<file path="src/rtl/acesso_memoria_pkg.sv">
// Shared definitions for the memory-access stage: op codes, FSM states
// and the doubleword alignment mask.
package acesso_memoria_pkg;

  localparam logic [1:0] OP_PASS  = 2'b00;
  localparam logic [1:0] OP_LOAD  = 2'b01;
  localparam logic [1:0] OP_STORE = 2'b10;

  localparam logic [2:0] ALIGN_MASK = 3'b111;

  typedef enum logic {
    IDLE = 1'b0,
    WAIT = 1'b1
  } state_t;

  // Op code 2'b11 is not a memory op, so it falls through to pass behaviour.
  function automatic logic is_mem_op(input logic [1:0] op);
    return (op == OP_LOAD) || (op == OP_STORE);
  endfunction

  function automatic logic is_misaligned(input logic [2:0] low_bits);
    return (low_bits & ALIGN_MASK) != 3'b000;
  endfunction

endpackage

</file>
<file path="src/rtl/acesso_memoria_contador.sv">
// Bus-timeout counter: counts cycles while enabled and flags the last
// allowed cycle. A TIMEOUT of 0 never expires.
module contador_timeout #(
  parameter int TIMEOUT = 16
) (
  input  logic clk,
  input  logic reset,
  input  logic enable,
  input  logic clear,
  output logic expire
);

  localparam int CW = (TIMEOUT > 0) ? $clog2(TIMEOUT + 1) : 1;
  localparam logic [CW-1:0] LAST = (TIMEOUT > 0) ? CW'(TIMEOUT - 1) : '0;

  logic [CW-1:0] count;

  always_ff @(posedge clk) begin
    if (reset || clear) begin
      count <= '0;
    end else if (enable) begin
      count <= count + CW'(1);
    end
  end

  assign expire = (TIMEOUT > 0) && enable && (count == LAST);

endmodule

</file>
<file path="src/rtl/acesso_memoria.sv">
// Memory-access stage: passes ALU results through, or performs one
// load/store over a req/ack port and returns a one-cycle writeback pulse.
module acesso_memoria
  import acesso_memoria_pkg::*;
#(
  parameter int DATA_W  = 64,
  parameter int RD_W    = 5,
  parameter int TIMEOUT = 16
) (
  input  logic              clk,
  input  logic              reset,
  input  logic              in_valid,
  output logic              in_ready,
  input  logic [1:0]        in_op,
  input  logic [DATA_W-1:0] in_addr,
  input  logic [DATA_W-1:0] in_data,
  input  logic [RD_W-1:0]   in_rd,
  input  logic              in_wr,
  output logic              mem_req,
  output logic              mem_we,
  output logic [DATA_W-1:0] mem_addr,
  output logic [DATA_W-1:0] mem_wdata,
  input  logic              mem_ack,
  input  logic [DATA_W-1:0] mem_rdata,
  output logic              wb_valid,
  output logic              wb_we,
  output logic [RD_W-1:0]   wb_rd,
  output logic [DATA_W-1:0] wb_data,
  output logic              fault
);

  state_t            state;
  logic              lat_load;
  logic              lat_wr;
  logic [RD_W-1:0]   lat_rd;
  logic              waiting;
  logic              expire;

  assign in_ready = (state == IDLE);
  assign waiting  = (state == WAIT);

  contador_timeout #(
    .TIMEOUT (TIMEOUT)
  ) u_timeout (
    .clk    (clk),
    .reset  (reset),
    .enable (waiting),
    .clear  (!waiting),
    .expire (expire)
  );

  // A reset in WAIT simply abandons the open request; no writeback follows.
  always_ff @(posedge clk) begin
    if (reset) begin
      state     <= IDLE;
      mem_req   <= 1'b0;
      mem_we    <= 1'b0;
      mem_addr  <= '0;
      mem_wdata <= '0;
      lat_load  <= 1'b0;
      lat_wr    <= 1'b0;
      lat_rd    <= '0;
      wb_valid  <= 1'b0;
      wb_we     <= 1'b0;
      wb_rd     <= '0;
      wb_data   <= '0;
      fault     <= 1'b0;
    end else begin
      wb_valid <= 1'b0;
      fault    <= 1'b0;
      case (state)
        IDLE: begin
          if (in_valid) begin
            if (!is_mem_op(in_op)) begin
              wb_valid <= 1'b1;
              wb_we    <= in_wr;
              wb_rd    <= in_rd;
              wb_data  <= in_addr;
            end else if (is_misaligned(in_addr[2:0])) begin
              wb_valid <= 1'b1;
              fault    <= 1'b1;
              wb_we    <= 1'b0;
              wb_rd    <= in_rd;
              wb_data  <= in_addr;
            end else begin
              mem_req   <= 1'b1;
              mem_we    <= (in_op == OP_STORE);
              mem_addr  <= in_addr;
              mem_wdata <= in_data;
              lat_load  <= (in_op == OP_LOAD);
              lat_wr    <= in_wr;
              lat_rd    <= in_rd;
              state     <= WAIT;
            end
          end
        end
        WAIT: begin
          // An ack in the expiry cycle takes priority over the timeout.
          if (mem_req && mem_ack) begin
            mem_req  <= 1'b0;
            state    <= IDLE;
            wb_valid <= 1'b1;
            wb_rd    <= lat_rd;
            wb_we    <= lat_load ? lat_wr : 1'b0;
            wb_data  <= lat_load ? mem_rdata : '0;
          end else if (expire) begin
            mem_req  <= 1'b0;
            state    <= IDLE;
            wb_valid <= 1'b1;
            fault    <= 1'b1;
            wb_we    <= 1'b0;
            wb_rd    <= lat_rd;
            wb_data  <= mem_addr;
          end
        end
      endcase
    end
  end

endmodule

</file>
<file path="config.mk">
export PLATFORM = sky130hd
export DESIGN_NAME = acesso_memoria
export DESIGN_NICKNAME = d
export VERILOG_FILES = /design/src/rtl/acesso_memoria_pkg.sv /design/src/rtl/acesso_memoria_contador.sv /design/src/rtl/acesso_memoria.sv
export SDC_FILE = /design/constraint.sdc
export NUM_CORES = 1
export LEC_CHECK = 0
export ABC_AREA = 1
export CORE_ASPECT_RATIO = 0.6
export CORE_MARGIN = 5
export CORE_UTILIZATION = 39
export DETAILED_ROUTE_END_ITERATION = 10
export PLACE_DENSITY = 0.82
export SLEW_MARGIN = 20
export SYNTH_ARGS = -nofsm -noshare
export SYNTH_HDL_FRONTEND = slang
export SYNTH_SLANG_ARGS = --single-unit
</file>
<file path="constraint.sdc">
create_clock -name clk -period 1.5 [get_ports clk]
set_input_delay 0.3 -clock clk [delete_from_list [all_inputs] [get_ports clk]]
set_output_delay 0.3 -clock clk [all_outputs]
set_load 0.02 [all_outputs]
</file>
### Word level (Yosys, flattened, before mapping)

Cells that the tools add are included.

| cells by class | value |
|---|---|
| add/subtract/negate cells | 1 |
| equality and inequality tests | 8 |
| mux-type cells | 41 |
| bitwise operators | 2 |
| reductions and logical operators | 9 |

Operator list:

| cell | count |
|---|---|
| 2-to-1 mux 64 bit | 6 |
| case mux 64 bit (2 select lines) | 1 |
| 2-to-1 mux 5 bit | 5 |
| 2-to-1 mux 1 bit | 23 |
| case mux 1 bit (2 select lines) | 5 |
| case mux 5 bit (2 select lines) | 1 |
| AND reduction 4 bit | 2 |
| adder 5 x 1 -> 5 bit, second input constant | 1 |
| equality test 5 x 4 -> 1 bit, second input constant | 1 |
| != test 2 bit, second input constant | 2 |
| != test 3 x 1 -> 1 bit, second input constant | 1 |
| != test 3 x 2 -> 1 bit, second input constant | 1 |
| AND reduction 3 bit | 1 |
| nonzero test 3 bit | 1 |
| equality test 2 x 1 -> 1 bit, second input constant | 1 |
| equality test 2 bit, second input constant | 1 |
| logical AND 1 bit | 2 |
| logical OR 1 bit | 2 |
| != test 2 x 1 -> 1 bit, second input constant | 1 |
| NOT 1 bit | 2 |
| logical NOT 1 bit | 1 |

| storage, ports and cells | value |
|---|---|
| flip-flop bits (word level) | 215 |
| output and inout bits | 203 |

### Longest topological paths before layout

Gate-level depths: netlist of the first run.

| logic depth | value |
|---|---|
| word-level depth | 5 |
| mapped depth | 12 |

### Cells and area by module

Synthesis of the first run repeated with hierarchy kept, for this count alone.

| second synthesis, totals | value |
|---|---|
| cell total of the unflattened synthesis | 1574 |
| area total of the unflattened synthesis | 9804.4 um2 |

Modules (own cells, without submodules):

| module | times used | cells each | area an instance (um2) | sequential area each (um2) |
|---|---|---|---|---|
| acesso_memoria | 1 | 1542 | 9561.7 | 4204.0 |
| contador_timeout | 1 | 32 | 242.7 | 100.1 |

### Worst setup path after synthesis of the first run

Ideal clock, no wire load.

| timing path | value |
|---|---|
| kind | flip-flop to flip-flop |
| from | reg u_timeout.count[0] |
| to | reg wb_data[57] |
| arrival | 1545 ps |
| data required time | 1387 ps |
| path slack | -158 ps |
| cell stages (with the launch flop) | 13 |
| period minus slack after synthesis | 1658 ps |
| path through | dfxtp_1 ha_1 nand2_1 nor2_1 ha_1 nor2_2 nand2_1 nand3_2 buf_6 buf_6 nand2_1 nand2_1 nor2_1 |

| between the ends | value |
|---|---|
| longest elaborated chain between the ends | 4 |

RTL lines:

| what | RTL line | source |
|---|---|---|
| start: declaration | acesso_memoria_contador.sv:16 | `logic [CW-1:0] count;` |
| start signal: assignment | acesso_memoria_contador.sv:22 | `count <= count + CW'(1);` |
| equality test 5 x 4 -> 1 bit | acesso_memoria_contador.sv:26 | `assign expire = (TIMEOUT > 0) && enable && (count == LAST);` |
| logical AND 1 bit | acesso_memoria_contador.sv:26 |  |
| != test 3 x 1 -> 1 bit (no source line) | -- |  |
| AND reduction 3 bit (no source line) | -- |  |
| end signal: assignment | acesso_memoria.sv:78 | `wb_data <= in_addr;` |
| end signal: assignment | acesso_memoria.sv:84 | `wb_data <= in_addr;` |
| end signal: assignment | acesso_memoria.sv:105 | `wb_data <= lat_load ? mem_rdata : '0;` |
| end: declaration | acesso_memoria.sv:28 | `output logic [DATA_W-1:0] wb_data,` |

No other way between the ends.
A chain may end at the register's enable or synchronous reset.

### Worst setup path in the final report of the first run

| timing path | value |
|---|---|
| from | reg u_timeout.count[0] |
| to | reg wb_data[37] |

Same word-level chain as after synthesis.

==> results of run 1 <==
==> per-stage QoR <==
step / hold slack [ns] / utilization [%] / instance area, um^2 / instances / TNS, ns
CTS: 0.3141 / 64.29 / 16180 / 2334 / -16.69
floorplan: 0.3691 / - / 9957 / 1577 / -3.602
detailed placement: 0.4594 / 58.09 / 14620 / 2268 / -127.31
global placement: 0.4484 / 58.09 / 14620 / 2268 / -118.24
global route: 0.3473 / 66.51 / 16740 / 2366 / -39.86
finish: 0.3463 / 66.51 / 16740 / 2366 / -20.66
==> sequential cells by signal, indices dropped and copies added, names as in the netlist, 5 cells and up <==
name / count
mem_wdata: 64
wb_data: 64
wb_rd: 5
lat_rd: 5
u_timeout.count: 5
mem_addr: 64
==> repair_timing <==
action | CTS | global route
setup endpoints to repair | 409 | 306
pin swaps | 32 | 84
hold buffers | 0 | 0
setup buffers | 14 | 12
resized for setup | 552 | 378
gates cloned | 15 | 20
==> how the worst max path moves through the flow <==
| stage | startpoint | endpoint | slack, ns | cells past startpoint |
|---|---|---|---|---|
| 2_1_floorplan | u_timeout.count[0]$_SDFFE_PP0P_ | wb_data[57]$_SDFFE_PP0P_ | -0.07 | 11 |
| 3_3_place_gp | in_op[0] | mem_wdata[1]$_SDFFE_PP0P_ | -0.61 | 10 |
| 3_5_place_dp | in_op[0] | mem_addr[44]$_SDFFE_PP0P_ | -0.68 | 10 |
| 4_1_cts | u_timeout.count[1]$_SDFFE_PP0P_ | wb_data[58]$_SDFFE_PP0P_ | -0.28 | 12 |
| 5_1_grt | u_timeout.count[0]$_SDFFE_PP0P_ | wb_data[37]$_SDFFE_PP0P_ | -0.35 | 12 |
| 6_report | u_timeout.count[0]$_SDFFE_PP0P_ | wb_data[37]$_SDFFE_PP0P_ | -0.27 | 12 |
==> cells by family (layout without fill, tap and decap cells) <==
| kind of cell | after synthesis | count (layout) | synth area share, % |
|---|---|---|---|
| simple gates | 973 | 973 | 38.21 |
| buf+inv | 242 | 700 | 10.63 |
| flops | 215 | 215 | 43.31 |
| compound gates | 143 | 143 | 7.352 |
| fa+ha+maj | 4 | 4 | 0.5036 |
| other cells | 0 | 2 | 0 |
==> cells in the mapped netlist <==
cell type / n
nand3_1: 72
o21ai_0: 130
buf_4: 2
nand2_2: 1
a21oi_1: 3
clkbuf_1: 42
ha_1: 4
inv_4: 1
o21a_1: 1
nand3_4: 1
a21boi_0: 5
nor2_1: 417
inv_1: 138
buf_6: 12
nand4_1: 1
nor2_2: 2
nor2_4: 2
nand2_1: 470
buf_2: 38
dfxtp_1: 215
o21ai_1: 4
clkinv_1: 1
nand3_2: 1
nor3b_1: 1
buf_1: 7
inv_2: 1
nor3_1: 5
==> layer usage <==
metal / vias to the layer above / wire, um / global-route usage, %
met5: - / 20 / 0
met2: 557 / 19550 / 41.50
met3: 83 / 3894 / 7.154
met4: 2 / 1192 / 8.119
li1: 5680 / - / -
met1: 5423 / 17760 / 33.77
==> power groups by stage <==
stage	logic, uW	registers (uW)	clock network (uW)
after floorplan	829	6530	0
after global placement	2500	6230	0
final	2860	6130	5960
after detailed placement	2530	6240	0
after CTS	2680	6120	6090
after global routing	3050	6150	6360
==> area by class of cell <==
class                           instances  area share, %
Antenna cell                            2        0.02990
Tap cell                              329          2.459
Clock buffer                           30          3.715
Timing Repair inverter                  2         0.1869
Sequential cell                       215          25.76
Timing Repair Buffer                  518          32.19
Multi-Input combinational cell       1120          31.42
Clock inverter                          9         0.8820
Inverter                              141          3.349
==> worst register-to-register path, cell delays in order, from the launching register on <==
cell,delay (ns)
dfxtp_2,0.36
ha_4,0.15
nand2_4,0.05
nor2_4,0.11
ha_4,0.16
nor2_4,0.04
nand2_2,0.08
nand3_4,0.17
buf_12,0.21
buf_16,0.16
nand2_1,0.08
nand2_1,0.06
nor2_1,0.09
==> flow_summary.toml, run 1 <==
[status]
status = "complete, but fails checks"
failed_checks = "negative setup slack"

[timing]
setup_ws_ns = -0.2701
max_slew_margin_pct = 72.09
skew_ns = 0.01149
fin_crit_ns = 1.770
fin_crit_sh_pct = 118.0
hold_viol_final = 0
worst_slew_pin_slew_ns = 0.4187
rsz0062_at_grt = "true"
fmax_mhz = 565.0
drv_slew = 0
setup_viol = 199

[routing]
num_vias = 11750
drtIter0Drc = 915
antenna_left = 0
firstDrtPassIters = 5
drc_errors = 0
routed_via_density = 4.964
wl_per_cell_um = 17.93
drt-total-wl_mm = 42.42

[worst_hold_path]
min_from = "in_op[1]"
hp-class = "input port to flip-flop"
hold_depth = 4
holdPathEnd = "mem_we$_SDFFE_PP0P_"

[global_routing]
grt_use_total_pct = 25.76
antenna_found_initial = 3
grt_max_degree = 48
grt_pass1_wl_mm = 60.46
grt.overflow.total = 0
grt_pass1_vias = 10920

[clock_tree]
htree_levels = 1
ctsRootBufferMaster = "clkbuf_16"
clock_latency_ns = 0.51
cts.sinks = 215
cts_tree = "built"
clk_path_buf_depth = 3
cts_buffers = 22
clk_pin_slew_ns = 0.07

[synth]
ys_types = 27
synth_area_um2 = 9938
synthCells = 1577
ys_warn_count = 0
synth_area_leaders = "dfxtp_1 (43%), nand2_1 (18%), nor2_1 (16%)"
ys_ff_latch = 215
syn_nets = 1785
yosysTopAreaCellShare_pct = 43.31
seq_area_frac_synth_pct = 43.31
yosysTopAreaCell = "dfxtp_1"
avgSynthCellArea_um2 = 6.302

[critical_path]
crit_chain = "ha_4 > nand2_4 > nor2_4 > ha_4 > nor2_4 > nand2_2 > nand3_4 > buf_12 > buf_16 > nand2_1 > nand2_1 > nor2_1"
cp.required_ns = 1.95
slowest_stage = "dfxtp_2"
rrSetupSlack_ns = -0.27
worst-path-buf-inv = 2
crit_type = "flip-flop to flip-flop"
critPathMaxStageDelay_ns = 0.36
endpoint_kind = "flip-flop"
cp_max_fo = 7
startpoint_type = "flip-flop"
reg2reg_from = "u_timeout.count[0]$_SDFFE_PP0P_"
reg2regPathDepth = 12
worstReg2RegEnd = "wb_data[37]$_SDFFE_PP0P_"
path_delay_family = "simple AND/OR/NAND/NOR gates"
worstPathArrival_ns = 2.22

[power]
vdd_drop_max_v = 0.0006909
p_total_uw = 14950
leakage_uw = 0.007882
combPwrFrac_pct = 19.2
pwr_density_cell_nw_per_um2 = 893.1
p_sw_share_pct = 26.96
seqPwrFrac_pct = 41.0
p_sw_uw = 4031
intPower_uw = 10920
pwr-share-clk_pct = 39.8

[floorplanning]
rows = 45
die_area_um2 = 28880
core_um2 = 25170
ios = 407
start_util_pct = 39.49
die_w_um = 216.1
fp.dieH_um = 133.7

[cells_and_area]
final_common_cell = "nand2_1"
area.sequential_um2 = 4313
drive_above_1_share_pct = 25.11
multi_input_area_um2 = 5260
layout_common_cells = "nand2_1 (436), nor2_1 (337), dfxtp_1 (210), clkdlybuf4s50_1 (201), inv_1 (136)"
syn_to_final_growth_pct = 68.44
fin_nets = 2228
fill_cells = 2055

[place]
post-place-ws_ns = -0.6805
place_hpwl_mm = 26.13
io_buffers = 406
gp_congestion = 0.9010

[run]
max_cap_viol_count = 0
Note: power is estimated with default switching activity, not from simulation.
==> inputs of run 2 (changes only) <==
- ABC_AREA: 1 -> not set
- CORE_UTILIZATION: 39 -> 37
==> run 2 against run 1 <==
Effect of this change:
- the flow still finishes with violations (negative setup slack)
- cell count decreased by 23%
- utilization grew 9.3 points
- sequential power decreased by 0.7%
- combinational power down 2%
- clock skew is 0.013 ns higher
- worst hold slack worse by 0.14 ns
- highest routed layer unchanged
- sequential cell count stayed put
==> flow_summary.toml, run 2 <==
[global_routing]
grt_max_degree = 51
grt_use_total_pct = 30.25
grt_pass1_wl_mm = 62.09
grt_pass1_vias = 10210
antenna_found_initial = 4
grt.overflow.total = 0

[timing]
worst_slew_pin_slew_ns = 0.5289
whs_ns = 0.2038
fin_crit_sh_pct = 123.0
rsz0062_at_grt = "true"
drv_slew = 0
setup_viol = 214
fmax_mhz = 542.1
hold_viol_final = 0
fin_crit_ns = 1.845
setup_ws_ns = -0.3447
skew_ns = 0.02415
max_slew_margin_pct = 64.74

[cells_and_area]
utilization_pct = 75.80
drive_above_1_share_pct = 45.65
reg_top3 = "mem_addr x64, mem_wdata x64, wb_data x64"
fin_nets = 1711
instances_no_fill = 1828
stdcell_area_um2 = 16930
layout_common_cells = "dfxtp_1 (203), clkdlybuf4s50_1 (199), nand2_4 (114), a21oi_2 (112), nand2_1 (110)"
syn_to_final_growth_pct = 99.29
final_common_cell = "dfxtp_1"

[synth]
seq_area_frac_synth_pct = 50.67
synth_area_leaders = "dfxtp_1 (51%), nand2_1 (12%), a21oi_1 (8.0%)"
synthCells = 1025
async_flop_share_pct = 0
yosysTopAreaCellShare_pct = 50.67
synth_ff_type = "dfxtp_1"
synth_edf_count = 0
yosysMostFrequentCell = "nand2_1"
ys_ff_latch = 215
ys_types = 28
synth_area_um2 = 8494
syn_nets = 1233
synth_common_cells = "nand2_1 (269), dfxtp_1 (215), a21oi_1 (136), nor2_1 (77), and3_1 (66)"
avgSynthCellArea_um2 = 8.287
ys_warn_count = 0
yosysTopAreaCell = "dfxtp_1"

[clock_tree]
cts_tree = "built"
cts.sinks = 215
cts_buffers = 21
clk_pin_slew_ns = 0.07
ctsHoldBuffers = 0
ctsRootBufferMaster = "clkbuf_16"
clk_path_buf_depth = 3
clock_latency_ns = 0.51
htree_levels = 1

[floorplanning]
start_util_pct = 38.03
rows = 42
ios = 407
die_w_um = 205.6
die_area_um2 = 26190
core_um2 = 22330
fp.dieH_um = 127.4

[critical_path]
worstReg2RegEnd = "wb_data[9]$_SDFFE_PP0P_"
rrSetupSlack_ns = -0.34
endpoint_kind = "flip-flop"
reg2regPathDepth = 10
cp.required_ns = 1.92
cp_max_fo = 7
worstPathArrival_ns = 2.27
crit_type = "flip-flop to flip-flop"
reg2reg_from = "u_timeout.count[0]$_SDFFE_PP0P_"
startpoint_type = "flip-flop"

[routing]
num_vias = 10630
drtIter0Drc = 795
routed_via_density = 5.815
drt-total-wl_mm = 47.03
drc_errors = 0
antenna_left = 0
wl_per_cell_um = 25.73
firstDrtPassIters = 5

[worst_hold_path]
hp-class = "input port to flip-flop"
min_from = "reset"
hold_depth = 2
holdPathEnd = "mem_addr[60]$_SDFFE_PP0P_"

[power]
leakage_uw = 0.006923
pwr_density_cell_nw_per_um2 = 843.4
vdd_drop_max_v = 0.0007246

[place]
dp.cells = 1699
io_buffers = 406
placed_area_um2 = 13270
place_hpwl_mm = 24.81
gp_congestion = 0.8877
post-place-ws_ns = -0.6807

[run]
max_cap_viol_count = 0

[status]
failed_checks = "negative setup slack"
status = "complete, but fails checks"
==> run 2: changes by cell type after synthesis, sizes merged, moves of 3 or more <==
cell | previous run | this run
nor2 | 421 | 77
nand2 | 471 | 269
inv | 140 | 6
o21ai | 134 | 0
a21oi | 3 | 136
nand3 | 74 | 2
a211oi | 0 | 70
and3 | 0 | 66
a221oi | 0 | 64
buf | 59 | 42
clkbuf | 42 | 54
mux2i | 0 | 5
a21boi | 5 | 1
nor3 | 5 | 2
==> run 2: critical path: stages (launching register included) <==
cell and delay [ns]:
dfxtp_2 0.35, ha_4 0.13, and3_4 0.18, ha_4 0.12, inv_2 0.04, a22oi_2 0.26, buf_6 0.18, buf_12 0.12
clkbuf_16 0.16, nor2_1 0.06, a211oi_1 0.18
==> run 2: cells by family (layout without fill, tap and decap cells) <==
| family | count (synthesis) | in the layout | synth area share, % |
|---|---|---|---|
| and+or+nand+nor | 423 | 424 | 20.99 |
| AOI/OAI and AO/OA | 274 | 274 | 21.62 |
| DFF | 215 | 215 | 50.67 |
| buffers and inverters | 102 | 594 | 5.332 |
| muxes | 5 | 5 | 0.5892 |
| adders and majority gates | 4 | 4 | 0.5892 |
| xor gates and xnor gates | 2 | 2 | 0.2063 |
| other | 0 | 2 | 0 |
==> run 2: power by group <==
group          internal [uW]  leakage (uW)  switching, uW  total (uW)
registers               5930       0.00176            163        6090
clock network           2970      0.000336           2430        5390
logic                   1400       0.00483           1390        2790
==> run 2: metrics by stage <==
| stage | total power [uW] | TNS (ns) |
|---|---|---|
| floorplan | 7040 | -8.502 |
| global placement | 8323 | -123.60 |
| detailed placement | 8354 | -129.35 |
| CTS | 13880 | -31.39 |
| global route | 14720 | -42.38 |
| finish | 14280 | -27.98 |
==> run 2: final cells by class <==
class | instances | area (um^2)
Clock inverter | 12 | 100.1
Tap cell | 308 | 385.4
Clock buffer | 26 | 584.3
Sequential cell | 215 | 4322
Inverter | 6 | 30.03
Multi-Input combinational cell | 709 | 5490
Antenna cell | 2 | 5.005
Timing Repair Buffer | 550 | 6012
Fill cell | 1355 | 5405
==> run 2: repair_timing <==
action / CTS / global route
pin swaps: 97 / 190
cloned: 32 / 15
hold endpoints to repair: 0 / 0
setup buffers: 38 / 19
gates resized for setup: 622 / 527
setup endpoints to repair: 411 / 361
==> run 2: worst max-delay path by stage <==
stage                     cells past startpoint  slack [ns]                            start                  endpoint
after floorplan                               8       -0.12  u_timeout.count[1]$_SDFFE_PP0P_  wb_data[42]$_SDFFE_PP0P_
after global placement                        9       -0.67                         in_op[0]     wb_rd[1]$_SDFFE_PP0P_
after detailed placement                      9       -0.68                         in_op[0]  wb_data[32]$_SDFFE_PP0P_
after CTS                                     9       -0.29  u_timeout.count[1]$_SDFFE_PP0P_   wb_data[6]$_SDFFE_PP0P_
after global routing                         10       -0.46  u_timeout.count[0]$_SDFFE_PP0P_   wb_data[9]$_SDFFE_PP0P_
final                                        10       -0.34  u_timeout.count[0]$_SDFFE_PP0P_   wb_data[9]$_SDFFE_PP0P_
==> run 2: per-layer routing <==
metal | GRT usage [%] | share of wire, %
met5 | 0 | 0.10
met4 | 11.89 | 5.6
met3 | 9.777 | 11
met2 | 49.89 | 47
met1 | 36.92 | 37
